--- src/rtl/cam_emulator.sv ---
// OV7670-style pixel source: drives pclk/vsync/href and an RGB565 byte stream
// with fixed test patterns, one frame per request or back-to-back while enabled.
//
// state    | meaning
// S_IDLE   | no frame, waiting for enable at a pclk falling edge
// S_VSYNC  | vsync lines, CAM_vsync high
// S_VBACK  | blank lines after vsync
// S_ACTIVE | active lines, href high for the first 2*CAM_SCREEN_X pclk of a line
// S_VFRONT | blank lines after the last active line; frame_done at the end
module cam_emulator #(
   parameter int CAM_SCREEN_X = 160,
   parameter int CAM_SCREEN_Y = 120,
   parameter int H_BLANK      = 16,
   parameter int V_SYNC       = 3,
   parameter int V_BACK       = 2,
   parameter int V_FRONT      = 2
) (
   input  logic       clk,
   input  logic       rst,
   input  logic       enable,
   input  logic [1:0] pattern,
   output logic       CAM_pclk,
   output logic       CAM_vsync,
   output logic       CAM_href,
   output logic [7:0] CAM_px_data,
   output logic       busy,
   output logic       frame_done
);

   localparam int LINE = 2 * CAM_SCREEN_X + H_BLANK;
   localparam int HW   = $clog2(LINE);
   localparam int VW   = $clog2(CAM_SCREEN_Y + V_SYNC + V_BACK + V_FRONT + 1);

   localparam logic [HW-1:0] H_LAST   = HW'(LINE - 1);
   localparam logic [HW-1:0] H_ACTIVE = HW'(2 * CAM_SCREEN_X);
   localparam logic [HW-1:0] X_THIRD  = HW'(CAM_SCREEN_X / 3);
   localparam logic [HW-1:0] X_2THIRD = HW'((2 * CAM_SCREEN_X) / 3);

   typedef enum logic [2:0] {
      S_IDLE,
      S_VSYNC,
      S_VBACK,
      S_ACTIVE,
      S_VFRONT
   } state_t;

   state_t          state_q, state_d;
   logic [HW-1:0]   hcnt_q, hcnt_d;
   logic [VW-1:0]   vcnt_q, vcnt_d;
   logic [1:0]      pat_q, pat_d;
   logic            pclk_q, pclk_d;
   logic            vsync_q, vsync_d;
   logic            href_q, href_d;
   logic [7:0]      data_q, data_d;
   logic            busy_q, busy_d;
   logic            done_q, done_d;

   logic [VW-1:0]   vlast;
   logic            start;
   logic [HW-1:0]   px_x;
   logic [1:0]      color;
   logic [15:0]     pix;

   always_comb begin
      state_d = state_q;
      hcnt_d  = hcnt_q;
      vcnt_d  = vcnt_q;
      pat_d   = pat_q;
      pclk_d  = ~pclk_q;
      vsync_d = vsync_q;
      href_d  = href_q;
      data_d  = data_q;
      busy_d  = busy_q;
      done_d  = 1'b0;
      start   = 1'b0;
      px_x    = '0;
      color   = 2'd0;
      pix     = 16'h0000;

      case (state_q)
         S_VSYNC:  vlast = VW'(V_SYNC - 1);
         S_VBACK:  vlast = VW'(V_BACK - 1);
         S_ACTIVE: vlast = VW'(CAM_SCREEN_Y - 1);
         S_VFRONT: vlast = VW'(V_FRONT - 1);
         default:  vlast = '0;
      endcase

      // everything below advances only on the edge where pclk goes 1->0
      if (pclk_q) begin
         if (state_q == S_IDLE) begin
            start = enable;
         end else if (hcnt_q != H_LAST) begin
            hcnt_d = hcnt_q + HW'(1);
         end else begin
            hcnt_d = '0;
            if (vcnt_q != vlast) begin
               vcnt_d = vcnt_q + VW'(1);
            end else begin
               vcnt_d = '0;
               case (state_q)
                  S_VSYNC:  state_d = S_VBACK;
                  S_VBACK:  state_d = S_ACTIVE;
                  S_ACTIVE: state_d = S_VFRONT;
                  default: begin
                     done_d  = 1'b1;
                     busy_d  = 1'b0;
                     state_d = S_IDLE;
                     start   = enable;
                  end
               endcase
            end
         end

         if (start) begin
            state_d = S_VSYNC;
            hcnt_d  = '0;
            vcnt_d  = '0;
            pat_d   = pattern;
            busy_d  = 1'b1;
         end

         // outputs are registered from the upcoming position so they settle on the pclk fall
         px_x = hcnt_d >> 1;
         if (pat_d != 2'd3)          color = pat_d;
         else if (px_x < X_THIRD)    color = 2'd0;
         else if (px_x < X_2THIRD)   color = 2'd1;
         else                        color = 2'd2;
         case (color)
            2'd0:    pix = 16'hF800;
            2'd1:    pix = 16'h07E0;
            default: pix = 16'h001F;
         endcase

         vsync_d = (state_d == S_VSYNC);
         href_d  = (state_d == S_ACTIVE) && (hcnt_d < H_ACTIVE);
         data_d  = !href_d ? 8'h00 : (hcnt_d[0] ? pix[7:0] : pix[15:8]);
      end
   end

   always_ff @(posedge clk or negedge rst) begin
      if (!rst) begin
         state_q <= S_IDLE;
         hcnt_q  <= '0;
         vcnt_q  <= '0;
         pat_q   <= 2'd0;
         pclk_q  <= 1'b0;
         vsync_q <= 1'b0;
         href_q  <= 1'b0;
         data_q  <= 8'h00;
         busy_q  <= 1'b0;
         done_q  <= 1'b0;
      end else begin
         state_q <= state_d;
         hcnt_q  <= hcnt_d;
         vcnt_q  <= vcnt_d;
         pat_q   <= pat_d;
         pclk_q  <= pclk_d;
         vsync_q <= vsync_d;
         href_q  <= href_d;
         data_q  <= data_d;
         busy_q  <= busy_d;
         done_q  <= done_d;
      end
   end

   assign CAM_pclk    = pclk_q;
   assign CAM_vsync   = vsync_q;
   assign CAM_href    = href_q;
   assign CAM_px_data = data_q;
   assign busy        = busy_q;
   assign frame_done  = done_q;

endmodule

--- config.mk ---
export PLATFORM = sky130hd
export DESIGN_NAME = cam_emulator
export DESIGN_NICKNAME = d
export VERILOG_FILES = /design/src/rtl/cam_emulator.sv
export SDC_FILE = /design/constraint.sdc
export NUM_CORES = 1
export LEC_CHECK = 0
export BUFFER_PORTS_ARGS = -buffer_cell sky130_fd_sc_hd__buf_2
export CAP_MARGIN = 30
export CORE_MARGIN = 8
export CORE_UTILIZATION = 59
export DETAILED_ROUTE_END_ITERATION = 7
export MAX_ROUTING_LAYER = met4
export PLACE_DENSITY = 0.79
export RECOVER_POWER = 50
export SLEW_MARGIN = 0
export SYNTH_ARGS = -nofsm -noshare
export SYNTH_HDL_FRONTEND = slang
export SYNTH_SLANG_ARGS = --single-unit
--- constraint.sdc ---
create_clock -name clk -period 2.8 [get_ports clk]
set_input_delay 0.14 -clock clk [delete_from_list [all_inputs] [get_ports clk]]
set_output_delay 0.14 -clock clk [all_outputs]
set_load 0.03 [all_outputs]
==> out/metrics.json <==
{
  "report.final.setup_viol": 0,
  "netlist.area_leader.share": 0.353,
  "hpwlAfterDp_um": 3320,
  "worst_hold_path_type": "in2reg",
  "crit_arrival_ns": 2.81,
  "route.detailed.drc": 0,
  "worst_setup_path_start_kind": "register",
  "place_congestion": 0.857,
  "max_freq_ghz": 0.387,
  "postCtsSetupRepairBufs": 0,
  "post_synth_main_area_contributors": "dfrtp_1, o21ai_0, nand2_1",
  "track_usage": 0.178,
  "cts.path.max_buffers": 2,
  "synth_area_mm2": 0.00205,
  "netlist.top_cell.by_area": "dfrtp_1",
  "die_area_mm2": 0.00562,
  "power.ir.vdd_worst_v": 0.000338,
  "clock_power_share": 0.197,
  "worst-slew-pin-transition_ns": 1.51,
  "setup-tns-final_ns": 0,
  "timing.slew.headroom": -0.00679,
  "final.fill_count": 288,
  "area_delta_synth_final_pct": 7.43,
  "finalWirelength_um": 4490,
  "synth_top_family_by_area": "simple AND/OR/NAND/NOR gates",
  "worst_path_most_repeated_cell": "a31oi_1",
  "violations": "capacitance limit, slew limit",
  "drt_pass_1_iters": 4,
  "drive_gt1_frac": 0.190,
  "critical_path_required_ns": 3.02,
  "critPathKind": "reg2reg",
  "cts_max_level": 2,
  "worst_r2r_path_depth": 9,
  "critical_path.endpoint": "CAM_px_data[2]",
  "crit_slowest_cell": "or4_4",
  "final_critical_path_share_of_the_clock_period": 0.922,
  "tritoncts_clock_tree": "built",
  "route.detailed.wl_per_inst_um": 15.3,
  "clock-root-buffer": "clkbuf_4",
  "worstSetupPathDepth": 9,
  "rsz0062_at_grt": "no",
  "synth_compound_gate_area_share": 0.231,
  "cells_along_the_critical_path": "ha_2 -> nand3_2 -> or4_4 -> a31oi_4 -> a2111oi_1 -> a21o_1 -> a31oi_1 -> a31oi_1 -> a22o_1",
  "synth_mux_area_frac": 0.0329,
  "seq_area_frac_synth": 0.353,
  "chipWidth_um": 75.0,
  "rows": 21,
  "cap_viol_max_count": 1,
  "clock_sinks": 29,
  "antenna_found_initial": 0,
  "path_clk_slew_ns": 0.09,
  "route.detailed.vias_per_inst": 6.10,
  "synthXorXnorAreaFrac": 0.0256,
  "cts_inserted_buffers": 5,
  "rr_startpoint": "hcnt_q[0]",
  "post_synth_fa_ha_maj_area_fraction": 0.0122,
  "status": "finished with violations",
  "asyncSetResetFlopFracSynth": 1.00,
  "nets": 254,
  "p_leak_nw": 0.939,
  "synth.avg_cell_area_um2": 8.89,
  "critical_path_buf_inv_count": 0,
  "finalCriticalPeriod_ns": 2.58,
  "routed-via-count": 1786,
  "synthSimpleGateAreaFrac": 0.286,
  "detailedRoute.firstIterationViolations": 97,
  "worst-path-max-fanout": 10,
  "cell_int_power_w": 0.000807,
  "reg2reg_slack_ns": 0.22,
  "start_util": 0.615,
  "skew_ns": 0.00893,
  "dieHeight_um": 75.0,
  "syn_inst": 231,
  "combinationalPowerShare": 0.344,
  "timing_max_transition_violations_final": 30,
  "worstReg2RegEnd": "CAM_px_data[2]",
  "antenna_cells": 0,
  "synth_cell_types": 63,
  "power.sequential.fraction": 0.459,
  "clkLatencyLatePin_ns": 0.33,
  "ys_ff_latch": 29,
  "endpoint_kind": "register",
  "number_of_antenna_violating_nets_in_the_routed_design": 0,
  "yosysWarnings": 0,
  "gr-total-overflow": 0,
  "grt_first_pass_wirelength_um": 7420,
  "worstSetupStartpoint": "hcnt_q[0]",
  "maximum_cell_stage_delay_along_the_critical_path_ns": 0.57,
  "netSwitchingPower_w": 0.000493,
  "grt_pass1_vias": 1632,
  "io_pins": 18,
  "grt_start_max_net_pins": 30,
  "core_area_mm2": 0.00334,
  "final_util": 0.661,
  "syn_nets": 238,
  "switching_share": 0.379,
  "power_density_over_the_cells_mw_per_mm2": 590,
  "synth_enable_flop_cells": 0,
  "ys.flop_type": "dfrtp_1",
  "port-buffer-count": 17,
  "timing.critical_path.max_delay_family": "compound AO/OA/AOI/OAI gates",
  "hold_viol_final": 0
}
==> layer usage <==
metal / global-route usage / routed length, um
met1: 0.208 / 1940
met2: 0.281 / 2090
met3: 0.0399 / 344
met4: 0.0913 / 107
met5: - / 0
==> worst reg2reg max path, delay by kind of cell (launching register included) <==
family / cells / cell delay, ns
AOI/OAI and AO/OA: 6 / 1.08
DFF: 1 / 0.42
adders and majority gates: 1 / 0.25
and+or+nand+nor: 2 / 0.74
==> sequential cells by signal (all words and copies together), names as in the netlist <==
| register | flops |
|---|---|
| busy | 1 |
| CAM_px_data | 3 |
| CAM_pclk | 1 |
| state_q | 3 |
| pat_q | 2 |
| CAM_vsync | 1 |
| CAM_href | 1 |
| vcnt_q | 7 |
| hcnt_q | 9 |
| frame_done | 1 |
==> area by class of cell <==
class,count,area (um2),area share
tap,46,57.6,0.0261
multi-input combinational,179,1210,0.548
timing repair buffer,24,129,0.0584
clock buffer,7,55.1,0.0250
sequential,29,726,0.329
inverter,8,30.0,0.0136
==> how the worst min path moves through the flow <==
stage,from,end,slack [ns],depth (start not counted)
after global routing,pattern[1],pat_q[1],0.1,2
after floorplan,rst,CAM_href,-0.16,0
after CTS,pattern[1],pat_q[1],0.09,2
final,pattern[1],pat_q[1],0.10,2
after global placement,rst,vcnt_q[6],0.19,1
after detailed placement,rst,vcnt_q[5],0.20,1
==> power by group through the flow <==
stage	registers [W]	clock network (W)	logic, W
6_report	0.000597	0.000257	0.000447
5_1_grt	0.000608	0.000282	0.000510
4_1_cts	0.000593	0.000269	0.000442
3_5_place_dp	0.000601	0	0.000435
3_3_place_gp	0.000596	0	0.000430
2_1_floorplan	0.000551	0	0.000394
==> what timing repair did <==
item                                    in CTS  in global routing
hold buffers                                 1                  0
endpoints found under the setup margin       0                  8
gates resized for setup                      0                  3
hold endpoints to repair                    29                  0
==> placed cells by master (no fill, tap or decap), types with 3 or more instances in the layout <==
| master | netlist | layout |
|---|---|---|
| clkbuf_1 | 3 | 8 |
| buf_2 | 4 | 11 |
| buf_4 | 8 | 5 |
| clkbuf_4 | 0 | 5 |
| or2_2 | 3 | 3 |
| dfrtp_1 | 29 | 29 |
| a21oi_1 | 8 | 8 |
| nand3_1 | 8 | 8 |
| o21ai_1 | 2 | 4 |
| o21ai_0 | 28 | 26 |
| a22o_1 | 4 | 4 |
| and3_1 | 5 | 5 |
| and2_1 | 3 | 3 |
| nor2_1 | 18 | 18 |
| inv_1 | 7 | 7 |
| nor3_1 | 6 | 6 |
| nand2_1 | 21 | 21 |
| mux2_2 | 4 | 4 |
| nand2b_1 | 7 | 7 |
| nand4_1 | 3 | 3 |
| xor2_1 | 4 | 4 |
| o31ai_1 | 3 | 3 |
==> kinds of logic after synthesis <==
| logic type | Yosys count |
|---|---|
| AOI/OAI and AO/OA | 66 |
| xor gates and xnor gates | 6 |
| adders and majority gates | 2 |
| buffers and inverters | 23 |
| DFF | 29 |
| muxes | 5 |
| and+or+nand+nor | 100 |
==> metrics by stage <==
| stage | total power, W | hold slack, ns | area [um2] | worst slack [ns] | instances |
|---|---|---|---|---|---|
| floorplan | 0.000946 | -0.156 | 2050 | 0.421 | 231 |
| global placement | 0.00103 | 0.194 | 2150 | 0.246 | 285 |
| detailed placement | 0.00104 | 0.202 | 2150 | 0.157 | 285 |
| CTS | 0.00130 | 0.0915 | 2210 | 0.122 | 293 |
| global route | 0.00140 | 0.0991 | 2210 | 0.0625 | 293 |
| finish | 0.00130 | 0.104 | 2210 | 0.219 | 293 |
==> synth_stat cells (all sizes together), types with 2 or more instances <==
library cell / n
or3b: 2
and3: 5
nor2: 19
mux2: 4
nand4: 3
clkbuf: 3
and2: 4
or4b: 2
a41o: 2
inv: 7
a22o: 4
nand3b: 2
a21o: 2
dfrtp: 29
or4: 4
o31ai: 3
nor4: 2
nand2: 21
o311ai: 2
ha: 2
nor3b: 2
or3: 2
o221ai: 2
xnor2: 2
o21ai: 30
nor3: 7
nand3: 9
a31oi: 3
buf: 12
a21oi: 9
nand2b: 7
xor2: 4
or2: 4
Note: power is estimated with default switching activity, not from simulation.
